## src/rtl/mem_port_arbiter_if.sv

```systemverilog
// Memory-port bundle shared between two requesters (A = CPU data path,
// B = debug/program loader) and the single 16-bit memory port.
// slave: the arbiter side. master: the requesters + memory side.
interface mem_port_arbiter_if;
    logic        a_req;
    logic [15:0] a_addr;
    logic [15:0] a_wdata;
    logic        a_we;
    logic        a_gnt;
    logic [15:0] a_rdata;
    logic        a_rvalid;

    logic        b_req;
    logic [15:0] b_addr;
    logic [15:0] b_wdata;
    logic        b_we;
    logic        b_gnt;
    logic [15:0] b_rdata;
    logic        b_rvalid;

    logic [15:0] mem_access_addr;
    logic [15:0] mem_write_data;
    logic        mem_write_en;
    logic [15:0] mem_read_data;

    modport slave (
        input  a_req, a_addr, a_wdata, a_we,
        output a_gnt, a_rdata, a_rvalid,
        input  b_req, b_addr, b_wdata, b_we,
        output b_gnt, b_rdata, b_rvalid,
        output mem_access_addr, mem_write_data, mem_write_en,
        input  mem_read_data
    );

    modport master (
        output a_req, a_addr, a_wdata, a_we,
        input  a_gnt, a_rdata, a_rvalid,
        output b_req, b_addr, b_wdata, b_we,
        input  b_gnt, b_rdata, b_rvalid,
        input  mem_access_addr, mem_write_data, mem_write_en,
        output mem_read_data
    );
endinterface

```

## src/rtl/mem_port_arbiter.sv

```systemverilog
// Two-requester round-robin arbiter for a single 16-bit memory port with
// bounded bursts: the current owner keeps the port for up to MAX_BURST
// back-to-back grants while the other requester waits. Read data returns
// registered one cycle after the grant.
// Optional statistics counters: define MEM_ARB_STATS_EN.
module mem_port_arbiter #(
    parameter int MAX_BURST = 4,   // 1..15
    parameter int STAT_W    = 16
) (
    input  logic                  clk,
    input  logic                  rst,
    mem_port_arbiter_if.slave     bus
`ifdef MEM_ARB_STATS_EN
    ,
    input  logic                  stat_clr,
    output logic [STAT_W-1:0]     stat_a_grants,
    output logic [STAT_W-1:0]     stat_b_grants,
    output logic [STAT_W-1:0]     stat_stall_cycles
`endif
);
    localparam logic [3:0] MAX_B = MAX_BURST[3:0];

    typedef enum logic [1:0] {IDLE, OWN_A, OWN_B} owner_e;

    owner_e      owner_q, owner_d;
    logic        last_b_q, last_b_d;   // 1: B was granted last
    logic [3:0]  burst_q, burst_d;
    logic        a_gnt, b_gnt;
    logic [15:0] a_rdata_q, b_rdata_q;
    logic        a_rvalid_q, b_rvalid_q;

    // Grant decision: a lone requester always wins; under contention the
    // owner keeps the port until its burst is spent, then the one not
    // granted last wins. Nothing is granted during reset.
    always_comb begin
        a_gnt = 1'b0;
        b_gnt = 1'b0;
        if (!rst) begin
            if (bus.a_req && bus.b_req) begin
                if (owner_q == OWN_A && burst_q < MAX_B)      a_gnt = 1'b1;
                else if (owner_q == OWN_B && burst_q < MAX_B) b_gnt = 1'b1;
                else if (last_b_q)                            a_gnt = 1'b1;
                else                                          b_gnt = 1'b1;
            end else begin
                a_gnt = bus.a_req;
                b_gnt = bus.b_req;
            end
        end
    end

    // Next owner / burst length / last-granted bookkeeping.
    always_comb begin
        owner_d  = IDLE;
        burst_d  = 4'd0;
        last_b_d = last_b_q;
        if (a_gnt) begin
            owner_d  = OWN_A;
            burst_d  = (owner_q != OWN_A) ? 4'd1 :
                       (burst_q >= MAX_B) ? MAX_B : burst_q + 4'd1;
            last_b_d = 1'b0;
        end else if (b_gnt) begin
            owner_d  = OWN_B;
            burst_d  = (owner_q != OWN_B) ? 4'd1 :
                       (burst_q >= MAX_B) ? MAX_B : burst_q + 4'd1;
            last_b_d = 1'b1;
        end
    end

    // Arbitration state and registered read return.
    always_ff @(posedge clk) begin
        if (rst) begin
            owner_q    <= IDLE;
            last_b_q   <= 1'b1;
            burst_q    <= 4'd0;
            a_rdata_q  <= 16'd0;
            b_rdata_q  <= 16'd0;
            a_rvalid_q <= 1'b0;
            b_rvalid_q <= 1'b0;
        end else begin
            owner_q    <= owner_d;
            last_b_q   <= last_b_d;
            burst_q    <= burst_d;
            a_rvalid_q <= a_gnt && !bus.a_we;
            b_rvalid_q <= b_gnt && !bus.b_we;
            if (a_gnt && !bus.a_we) a_rdata_q <= bus.mem_read_data;
            if (b_gnt && !bus.b_we) b_rdata_q <= bus.mem_read_data;
        end
    end

    assign bus.a_gnt    = a_gnt;
    assign bus.b_gnt    = b_gnt;
    assign bus.a_rdata  = a_rdata_q;
    assign bus.b_rdata  = b_rdata_q;
    assign bus.a_rvalid = a_rvalid_q;
    assign bus.b_rvalid = b_rvalid_q;

    // Granted requester drives the port; idle port is all zeros.
    assign bus.mem_access_addr = a_gnt ? bus.a_addr  : b_gnt ? bus.b_addr  : 16'd0;
    assign bus.mem_write_data  = a_gnt ? bus.a_wdata : b_gnt ? bus.b_wdata : 16'd0;
    assign bus.mem_write_en    = (a_gnt && bus.a_we) || (b_gnt && bus.b_we);

`ifdef MEM_ARB_STATS_EN
    logic [STAT_W-1:0] sa_q, sb_q, ss_q;
    logic              stall;

    assign stall = (bus.a_req && !a_gnt) || (bus.b_req && !b_gnt);

    // Saturating grant / stall counters; clear beats increment.
    always_ff @(posedge clk) begin
        if (rst || stat_clr) begin
            sa_q <= '0;
            sb_q <= '0;
            ss_q <= '0;
        end else begin
            if (a_gnt && sa_q != '1) sa_q <= sa_q + 1'b1;
            if (b_gnt && sb_q != '1) sb_q <= sb_q + 1'b1;
            if (stall && ss_q != '1) ss_q <= ss_q + 1'b1;
        end
    end

    assign stat_a_grants     = sa_q;
    assign stat_b_grants     = sb_q;
    assign stat_stall_cycles = ss_q;
`endif
endmodule

```

## src/flat_wrapper.sv

```systemverilog
// flat-port wrapper written by rule: the top's interface ports become plain ports
module mem_port_arbiter_flat 
#(
    parameter int MAX_BURST = 4,           
    parameter int STAT_W    = 16
)
  (clk, rst, bus_a_req, bus_a_addr, bus_a_wdata, bus_a_we, bus_a_gnt, bus_a_rdata, bus_a_rvalid, bus_b_req, bus_b_addr, bus_b_wdata, bus_b_we, bus_b_gnt, bus_b_rdata, bus_b_rvalid, bus_mem_access_addr, bus_mem_write_data, bus_mem_write_en, bus_mem_read_data);
  mem_port_arbiter_if bus_i ();
  input  logic clk;
  input  logic rst;
  input wire logic [$bits(bus_i.a_req)-1:0] bus_a_req;
  input wire logic [$bits(bus_i.a_addr)-1:0] bus_a_addr;
  input wire logic [$bits(bus_i.a_wdata)-1:0] bus_a_wdata;
  input wire logic [$bits(bus_i.a_we)-1:0] bus_a_we;
  output wire logic [$bits(bus_i.a_gnt)-1:0] bus_a_gnt;
  output wire logic [$bits(bus_i.a_rdata)-1:0] bus_a_rdata;
  output wire logic [$bits(bus_i.a_rvalid)-1:0] bus_a_rvalid;
  input wire logic [$bits(bus_i.b_req)-1:0] bus_b_req;
  input wire logic [$bits(bus_i.b_addr)-1:0] bus_b_addr;
  input wire logic [$bits(bus_i.b_wdata)-1:0] bus_b_wdata;
  input wire logic [$bits(bus_i.b_we)-1:0] bus_b_we;
  output wire logic [$bits(bus_i.b_gnt)-1:0] bus_b_gnt;
  output wire logic [$bits(bus_i.b_rdata)-1:0] bus_b_rdata;
  output wire logic [$bits(bus_i.b_rvalid)-1:0] bus_b_rvalid;
  output wire logic [$bits(bus_i.mem_access_addr)-1:0] bus_mem_access_addr;
  output wire logic [$bits(bus_i.mem_write_data)-1:0] bus_mem_write_data;
  output wire logic [$bits(bus_i.mem_write_en)-1:0] bus_mem_write_en;
  input wire logic [$bits(bus_i.mem_read_data)-1:0] bus_mem_read_data;
  assign bus_i.a_req = bus_a_req;
  assign bus_i.a_addr = bus_a_addr;
  assign bus_i.a_wdata = bus_a_wdata;
  assign bus_i.a_we = bus_a_we;
  assign bus_a_gnt = bus_i.a_gnt;
  assign bus_a_rdata = bus_i.a_rdata;
  assign bus_a_rvalid = bus_i.a_rvalid;
  assign bus_i.b_req = bus_b_req;
  assign bus_i.b_addr = bus_b_addr;
  assign bus_i.b_wdata = bus_b_wdata;
  assign bus_i.b_we = bus_b_we;
  assign bus_b_gnt = bus_i.b_gnt;
  assign bus_b_rdata = bus_i.b_rdata;
  assign bus_b_rvalid = bus_i.b_rvalid;
  assign bus_mem_access_addr = bus_i.mem_access_addr;
  assign bus_mem_write_data = bus_i.mem_write_data;
  assign bus_mem_write_en = bus_i.mem_write_en;
  assign bus_i.mem_read_data = bus_mem_read_data;
  mem_port_arbiter #(.MAX_BURST(MAX_BURST), .STAT_W(STAT_W)) u_core (.clk(clk), .rst(rst), .bus(bus_i));
endmodule
```

## config.mk

```make
export PLATFORM = sky130hd
export DESIGN_NAME = mem_port_arbiter_flat
export DESIGN_NICKNAME = d
export VERILOG_FILES = /design/src/rtl/mem_port_arbiter_if.sv /design/src/rtl/mem_port_arbiter.sv /design/src/flat_wrapper.sv
export SDC_FILE = /design/constraint.sdc
export NUM_CORES = 1
export LEC_CHECK = 0
export BUFFER_PORTS_ARGS = -buffer_cell sky130_fd_sc_hd__buf_2
export CAP_MARGIN = 20
export CORE_UTILIZATION = 39
export DETAILED_ROUTE_END_ITERATION = 12
export GPL_TIMING_DRIVEN = 0
export HOLD_SLACK_MARGIN = 0.02
export PLACE_DENSITY = 0.8
export SLEW_MARGIN = 20
export SYNTH_ARGS = -nofsm -noshare
export SYNTH_HDL_FRONTEND = slang
export SYNTH_SLANG_ARGS = --single-unit
```

## constraint.sdc

```tcl
create_clock -name clk -period 2.2 [get_ports clk]
set_input_delay 0.11 -clock clk [delete_from_list [all_inputs] [get_ports clk]]
set_output_delay 0.11 -clock clk [all_outputs]
set_load 0.01 [all_outputs]
```

== Word-level counts from Yosys, hierarchy flattened ==
Index checks and enable logic that the tools add are counted.
Widths: inputs -> output; s select.

* Add/sub/neg operators: 1
* $lt $le $gt $ge: 2
* Eq/ne operators: 4
* Mux-type cells: 23
* Reductions and logical operators: 12

{| class="wikitable"
|+ Operators by type and width
! cell !! number
|-
| $mux 16 || 4
|-
| $mux 4 || 5
|-
| $mux 1 || 13
|-
| $logic_and 1x1->1 || 7
|-
| $add 4x1->4 const B || 1
|-
| $ge 4x3->1 const B || 1
|-
| $lt 4x3->1 const B || 1
|-
| $eq 2x1->1 const B || 1
|-
| $eq 2x2->1 const B || 1
|-
| $logic_not 1->1 || 2
|-
| $mux 2 || 1
|-
| $ne 2x1->1 const B || 1
|-
| $ne 2x2->1 const B || 1
|-
| $reduce_bool 2->1 || 1
|-
| $reduce_or 2->1 || 1
|-
| $logic_or 1x1->1 || 1
|}

* Bits in registers: 41
* Input bits: 86

== Depth between registers and ports, before layout ==
Gate-level depths: netlist of run 1.

* Word-level depth: 8
* Gate-level depth with buffers: 7
* Mapped depth without buffers: 4

== Worst setup path before layout of run 1 ==
OpenSTA, ideal clock, no wires.

* Path type: register to output
* Start: register u_core.owner_q[0]
* End: output port bus_mem_access_addr[10]
* Arrival time: 1.717 ns
* Slack: 0.373 ns
* Cell stages (with the launch flop): 7
* Path buffers: 2
* Path through: dfxtp_1 or4b_4 a21o_1 and2_1 buf_2 buf_6 a22o_1

* Elaborated cells on any way between the ends: 14
* Those cells by class: eq/ne (2); mux (10); reduce/logical (2)

{| class="wikitable"
|+ RTL lines
! what !! RTL line !! RTL
|-
| start, declared || mem_port_arbiter.sv:25 || <nowiki>owner_e owner_q, owner_d;</nowiki>
|-
| start signal, assigned || mem_port_arbiter.sv:80 || <nowiki>owner_q <= owner_d;</nowiki>
|-
| $eq 2x2->1 || mem_port_arbiter.sv:41 || <nowiki>else if (owner_q == OWN_B && burst_q < MAX_B) b_gnt = 1'b1;</nowiki>
|-
| $logic_and 1x1->1 || mem_port_arbiter.sv:41 ||
|-
| $mux 1 || mem_port_arbiter.sv:41 ||
|-
| $mux 1 * || mem_port_arbiter.sv:40 || <nowiki>if (owner_q == OWN_A && burst_q < MAX_B) a_gnt = 1'b1;</nowiki>
|-
| $mux 1 * || mem_port_arbiter.sv:39 || <nowiki>if (bus.a_req && bus.b_req) begin</nowiki>
|-
| $mux 1 * || mem_port_arbiter.sv:38 || <nowiki>if (!rst) begin</nowiki>
|-
| net bus_a_gnt || flat_wrapper.sv:15 || <nowiki>output wire logic [$bits(bus_i.a_gnt)-1:0] bus_a_gnt;</nowiki>
|-
| $mux 16 * || mem_port_arbiter.sv:98 || <nowiki>assign bus.mem_access_addr = a_gnt ? bus.a_addr : b_gnt ? bus.b_addr : 16'd0;</nowiki>
|-
| end, declared || flat_wrapper.sv:25 || <nowiki>output wire logic [$bits(bus_i.mem_access_addr)-1:0] bus_mem_access_addr;</nowiki>
|}

Mark *: on every way through the listed nets, which the timed path passes. The rest lies on a longest branch.

== Worst setup path after layout of run 1 ==
* Start: register u_core.burst_q[2]
* End: output port bus_mem_access_addr[5]

* Longest elaborated chain between the ends: 8
* Elaborated cells on any way between the ends: 13
* Those cells by class: order compare (1); mux (10); reduce/logical (2)

{| class="wikitable"
|+ RTL lines
! what !! RTL line !! RTL
|-
| start, declared || mem_port_arbiter.sv:27 || <nowiki>logic [3:0] burst_q, burst_d;</nowiki>
|-
| start signal, assigned || mem_port_arbiter.sv:82 || <nowiki>burst_q <= burst_d;</nowiki>
|-
| $lt 4x3->1 * || mem_port_arbiter.sv:40, mem_port_arbiter.sv:41 ||
|-
| $logic_and 1x1->1 || mem_port_arbiter.sv:41 ||
|-
| $mux 1 || mem_port_arbiter.sv:41 ||
|-
| $mux 1 || mem_port_arbiter.sv:40 ||
|-
| $mux 1 || mem_port_arbiter.sv:39 ||
|-
| $mux 1 || mem_port_arbiter.sv:38 ||
|-
| $mux 16 || mem_port_arbiter.sv:98 ||
|-
| $mux 16 * || mem_port_arbiter.sv:98 ||
|}

Mark *: on every way between the ends. The rest lies on a longest branch, timed or not.

==> results of run 1 <==
[state kept, by name, summed over array words and instances, names as in the netlist]
register	flops
u_core.bus.a_rdata	16
u_core.bus.a_rvalid	1
u_core.bus.b_rvalid	1
u_core.owner_q	2
u_core.last_b_q	1
u_core.bus.b_rdata	16
u_core.burst_q	4
[path summary, 6_finish.rpt]
| kind | startpoint | endpoint | slack [ns] | cells past startpoint |
|---|---|---|---|---|
| setup / recovery | u_core.burst_q[2]$_SDFF_PP0_ | bus_mem_access_addr[5] | 0.002 | 7 |
| hold / removal | bus_mem_read_data[10] | u_core.bus.b_rdata[10]$_SDFFE_PP0P_ | 0.04 | 2 |
| setup reg to reg | u_core.burst_q[2]$_SDFF_PP0_ | u_core.bus.a_rdata[10]$_SDFFE_PP0P_ | 0.04 | 8 |
| hold reg to reg | u_core.bus.a_rdata[6]$_SDFFE_PP0P_ | u_core.bus.a_rdata[6]$_SDFFE_PP0P_ | 0.48 | 1 |
[final cells by class]
cell class,count,share of cell area (%)
clock buffers,6,2.38
well taps,67,2.75
plain buffers,13,3.86
repair buffers,170,30.1
clock inverters,2,0.329
flip-flops and latches,41,27.2
multi-input cells,116,32.6
inverters,6,0.740
[worst reg2reg max path: stages, from the launching register on]
cell and delay [ns]:
dfxtp_4 0.36, or4b_4 0.57, a21o_1 0.19, buf_4 0.13
buf_4 0.14, and3_4 0.16, buf_6 0.13, buf_6 0.14
a22o_1 0.23
[cells in the mapped netlist, types with 2 or more instances]
cell	instances
a22o_1	50
dfxtp_1	41
nor2b_1	18
mux2_1	16
buf_2	7
buf_6	5
inv_1	5
o21ai_0	3
and2_1	2
clkbuf_1	2
nand2_1	2
nor2_1	2
nor3_1	2
[metrics by stage]
stage / power [mW] / instance area, um^2
after floorplan: 1.03 / 1920
after global placement: 1.21 / 2770
after detailed placement: 1.22 / 2770
after CTS: 1.72 / 2970
after global routing: 1.81 / 3050
final: 1.73 / 3050
[metal layers]
layer	vias to the layer above	routed length [um]	track usage, %
met5	-	0	0
met2	95	3010	39.3
met1	1024	2350	22.9
met4	0	68	7.84
li1	1020	-	-
met3	10	510	6.53
[cells by family (layout without fill, tap and decap cells)]
family | after synthesis | in the layout | synth area share [%]
AO/OA/AOI/OAI | 62 | 62 | 28.5
other | 1 | 1 | 0.196
buffers and inverters | 20 | 197 | 6.33
flip-flops | 41 | 41 | 42.8
multiplexers | 16 | 16 | 9.40
adder cells (fa/ha/maj) | 1 | 1 | 0.653
AND/OR/NAND/NOR | 36 | 36 | 12.1
[power by group]
part	internal, mW	switching [mW]
sequential	0.783	0.0244
combinational	0.238	0.202
clock	0.220	0.259
[timing repair]
item / 4_1_cts / 5_1_grt
gates resized for setup: 14 / 10
gates cloned: 1 / 2
buffers inserted: 8 / 5
endpoints found under the setup margin: 34 / 33
pin swaps: 1 / 8
==> qor.txt, run 1 <==
RSZ-0062 raised after global routing: true
DR vias: 2149
#FFs+latches synth: 41
Synth-to-Final Area Change: 58.9%
Ys async rst share: 0%
TritonRoute pass-1 iters: 4
Post-synth EDFFs: 0
Clock slew at reported path FFs: 0.08 ns
Synth area leader: dfxtp_1
Cell Pwr Density: 567 nW/um^2
GRT Util Overall: 21.4%
Crit path buf inv count: 3
Critical-path cell list: or4b_4 -> o2111ai_4 -> nor2b_1 -> buf_4 -> buf_6 -> a22o_1 -> buf_2
Clock sink total: 41
Placer Congestion: 0.778
Worst-margin pin slew: 0.526 ns
Wire length of the first global-routing pass: 8650 um
Final WS setup: 0.00205 ns
Leading post-synthesis cells by cell area: dfxtp_1 (43%), a22o_1 (23%), mux2_1 (9.4%)
Synthesis Warnings: 0
CTS root buf: clkbuf_8
Fraction of layout cells with a size suffix above 1: 56.8%
I/O pins: 155
Placeable Area: 4720 um^2
Max-Cap Viols: 0
Crit-path leading delay family: simple AND/OR/NAND/NOR gates
Non-Filler Instances: 421
H-tree levels: 2
CP max FO: 10
Tmin final: 2.20 ns
Sequential element share of the synthesized area: 42.8%
Critical path capture point type: primary output
CP arrival: 2.09 ns
Slowest CP cell: or4b_4
# setup viols final: 0
CTS Buf Count: 5
Rows: 25
Most frequent cells in the layout: buf_2 (154), a22o_1 (50), dfxtp_1 (37)
Sequential cell area: 828 um^2
Fin util: 64.5%
Static Leak: 1.69 nW
Post-DP HPWL: 4300 um
Synthesized area: 1920 um^2
Iteration-0 DRC Markers: 35
CTS Buffer Depth: 2
Final ANT Viol Nets: 0
WS Path Type: register to primary output
Worst vdd rail ir drop: 0.515 mV
Post-synth top area share: 42.8%
# DRC: 0
Vias per cell: 5.10
Worst Clk Skew: 0.0106 ns
Largest net degree at the start of global routing: 13
Ys flop type: dfxtp_1
Nets: 440
DR WL/cell: 14.1 um
Slew headroom: 64.9%
Post-Place Worst Slack: 0.155 ns
GRT overflow: 0
Hold Crit Class: primary input to register
Pins over their slew limit: 0
Syn avg cell area: 10.8 um^2
Final hold violations: 0
Final Cycle Share: 99.9%
Post-Route Hold Slack: 0.0369 ns
CP startpoint kind: register
Initial Util: 40.6%
Ant diodes: 0
Fmax: 455 MHz
CTS tree: yes
Worst-Skew Late Latency: 0.30 ns
Delay of the slowest cell on the worst path: 0.56 ns
Post-Syn Instances: 177
DP Cell Count: 398
Final setup TNS: 0 ns
Die height: 72.1 um
Initial antenna violation count: 0
Die Width: 72.1 um
Fill cell total of the finished layout: 407
Drt total wl: 5940 um
Status: finished clean
Vias in the first global route: 1896
Syn_nets: 264
Die Footprint: 5200 um^2
# port buffers: 154
Hold_buf cts: 0
Worst Path Required: 2.09 ns
Synth cell types: 35
Commonest non-fill, non-tap cell in the layout: buf_2
Multi-input logic area: 993 um^2
Power figures use the tool's default switching activity.
==> run 2, diff against run 1 <==
--- a/config.mk
+++ b/config.mk
@@ -8,10 +8,12 @@
 export BUFFER_PORTS_ARGS = -buffer_cell sky130_fd_sc_hd__buf_2
 export CAP_MARGIN = 20
 export CORE_UTILIZATION = 39
+export CTS_CLUSTER_DIAMETER = 80
 export DETAILED_ROUTE_END_ITERATION = 12
 export GPL_TIMING_DRIVEN = 0
 export HOLD_SLACK_MARGIN = 0.02
 export PLACE_DENSITY = 0.8
+export RECOVER_POWER = 50
 export SLEW_MARGIN = 20
 export SYNTH_ARGS = -nofsm -noshare
 export SYNTH_HDL_FRONTEND = slang
==> constraint.sdc (replaced) <==
create_clock -name clk -period 2.2 [get_ports clk]
set_input_delay 0.11 -clock clk [delete_from_list [all_inputs] [get_ports clk]]
set_output_delay 0.11 -clock clk [all_outputs]
set_load 0.005 [all_outputs]
==> qor.txt, run 2 (synthesis gave the netlist of run 1 again) <==
CP arrival: 2.06 ns (was 2.09 ns)
CTS tree: yes (unchanged)
Nets: 441 (was 440)
Wire length on met3: 510 um (unchanged)
Post-DP HPWL: 4300 um (unchanged)
I/O pins: 155 (unchanged)
Area of placed instances: 2770 um^2 (unchanged)
Vias in the first global route: 1873 (was 1896)
Commonest non-fill, non-tap cell in the layout: buf_2 (unchanged)
CTS root buf: clkbuf_8 (unchanged)
Die height: 72.1 um (unchanged)
Worst Clk Skew: 0.00924 ns (was 0.0106 ns)
Cell Pwr Density: 559 nW/um^2 (was 567 nW/um^2)
Clock sink total: 41 (unchanged)
Fmax: 461 MHz (was 455 MHz)
TritonRoute pass-1 iters: 4 (unchanged)
DR vias: 2126 (was 2149)
RSZ-0062 raised after global routing: true (unchanged)
Hold_buf cts: 0 (unchanged)
Final WS setup: 0.0287 ns (was 0.00205 ns)
Final ANT Viol Nets: 0 (unchanged)
Final hold violations: 0 (unchanged)
Placer Congestion: 0.778 (unchanged)
Critical-path cell list: or4b_4 -> o2111ai_4 -> nor2b_4 -> buf_6 -> buf_4 -> a22o_1 -> buf_2 (was or4b_4 -> o2111ai_4 -> nor2b_1 -> buf_4 -> buf_6 -> a22o_1 -> buf_2)
Delay of the slowest cell on the worst path: 0.57 ns (was 0.56 ns)
Drt total wl: 5950 um (was 5940 um)
Critical path capture point type: primary output (unchanged)
Die Width: 72.1 um (unchanged)
DR WL/cell: 14.1 um (about the same)
Min-Delay Startpoint: bus_mem_read_data[10] (unchanged)
WS Path Type: register to primary output (unchanged)
Status: finished clean (unchanged)
# port buffers: 154 (unchanged)
Design area: 3020 um^2 (was 3050 um^2)
CTS Buf Count: 5 (unchanged)
Tmin final: 2.17 ns (was 2.20 ns)
Reg-to-reg slack, setup: 0.04 ns (about the same)
DP Cell Count: 398 (unchanged)
Placeable Area: 4720 um^2 (unchanged)
M1 wire length: 2330 um (was 2350 um)
GRT Util Overall: 21.2% (was 21.4%)
DR WL met2: 3010 um (about the same)
Worst-Skew Late Latency: 0.30 ns (about the same)
Slew headroom: 64.7% (was 64.9%)
Clock slew at reported path FFs: 0.08 ns (about the same)
Wire length of the first global-routing pass: 8570 um (was 8650 um)
Post-Place Worst Slack: 0.171 ns (was 0.155 ns)
Crit path buf inv count: 3 (unchanged)
Reg2reg start: u_core.burst_q[2]$_SDFF_PP0_ (unchanged)
Most frequent cells in the layout: buf_2 (139), a22o_1 (50), dfxtp_1 (37) (was buf_2 (154), a22o_1 (50), dfxtp_1 (37))
Static Leak: 1.63 nW (was 1.69 nW)
Slowest CP cell: or4b_4 (unchanged)
Vias per cell: 5.04 (was 5.10)
Rows: 25 (unchanged)
Worst R2R End: u_core.bus.a_rdata[10]$_SDFFE_PP0P_ (unchanged)
Largest net degree at the start of global routing: 13 (unchanged)
Non-Filler Instances: 422 (was 421)
Fraction of layout cells with a size suffix above 1: 52.4% (was 56.8%)
Synth-to-Final Area Change: 57.6% (was 58.9%)
GRT overflow: 0 (unchanged)
Ant diodes: 0 (unchanged)
Max layer used: met4 (unchanged)
CTS Buffer Depth: 2 (unchanged)
Hold Path Sink: u_core.bus.b_rdata[10]$_SDFFE_PP0P_ (unchanged)
Final setup TNS: 0 ns (unchanged)
CP max FO: 5 (was 10)
CP startpoint kind: register (unchanged)
# DRC: 0 (unchanged)
Worst vdd rail ir drop: 0.511 mV (was 0.515 mV)
H-tree levels: 2 (unchanged)
Critical Path Stages: 7 (unchanged)
Worst Path Required: 2.09 ns (about the same)
Worst-case reg-to-reg path depth: 8 (unchanged)
Iteration-0 DRC Markers: 66 (was 35)
Post-Route Hold Slack: 0.0353 ns (was 0.0369 ns)
WHS Path Cells: 2 (unchanged)
Pins over their slew limit: 0 (unchanged)
Crit-path leading delay family: simple AND/OR/NAND/NOR gates (unchanged)
Initial antenna violation count: 0 (unchanged)
Max-Cap Viols: 0 (unchanged)
# setup viols final: 0 (unchanged)
Final Cycle Share: 98.7% (was 99.9%)
Initial Util: 40.6% (unchanged)
Fill cell total of the finished layout: 422 (was 407)
Die Footprint: 5200 um^2 (unchanged)
Hold Crit Class: primary input to register (unchanged)
Worst-margin pin slew: 0.529 ns (was 0.526 ns)
[run 2: changes by cell type in the layout (fill, tap and decap cells not counted), sizes merged]
cell and delta:
buf -16, clkbuf +17
[run 2: final cells by class]
type / count / area (um^2) / area share, %
multi-input combinational: 116 / 1000 / 33.1
timing repair buffer: 171 / 875 / 28.9
sequential: 41 / 828 / 27.4
buffer: 13 / 129 / 4.27
tap: 67 / 83.8 / 2.77
clock buffer: 6 / 72.6 / 2.40
inverter: 6 / 22.5 / 0.745
clock inverter: 2 / 10.0 / 0.331
[run 2: worst max-delay path by stage]
stage                                                to                          from
finish                           bus_mem_access_addr[6]  u_core.burst_q[2]$_SDFF_PP0_
global route                      bus_mem_write_data[7]  u_core.burst_q[2]$_SDFF_PP0_
CTS                              bus_mem_write_data[11]  u_core.burst_q[2]$_SDFF_PP0_
detailed placement               bus_mem_access_addr[5]  u_core.owner_q[0]$_SDFF_PP0_
global placement                  bus_mem_write_data[6]  u_core.owner_q[0]$_SDFF_PP0_
floorplan           u_core.bus.a_rdata[10]$_SDFFE_PP0P_  u_core.owner_q[0]$_SDFF_PP0_
[run 2: what timing repair did]
action / 4_1_cts / 5_1_grt
pin swaps: 1 / 7
resized for setup: 13 / 13
cloned: 0 / 3
setup endpoints to repair: 34 / 31
buffers inserted: 7 / 7
[run 2: per-stage QoR]
stage                     utilization (%)  total power [mW]
after detailed placement             58.7              1.18
after global routing                 64.0              1.77
after floorplan                         -             0.995
after CTS                            62.3              1.68
final                                64.0              1.69
after global placement               58.7              1.18
[run 2: routing by layer]
| layer | vias to the layer above | global-route usage [%] |
|---|---|---|
| met5 | - | 0 |
| met4 | 0 | 7.84 |
| met3 | 9 | 6.53 |
| met2 | 90 | 38.7 |
| met1 | 1007 | 22.8 |
| li1 | 1020 | - |
[run 2: report_power, final]
group	internal [mW]	switching, mW	total [mW]
Clock	0.220	0.260	0.480
Sequential	0.783	0.0249	0.808
Combinational	0.231	0.171	0.402
Total	1.23	0.456	1.69
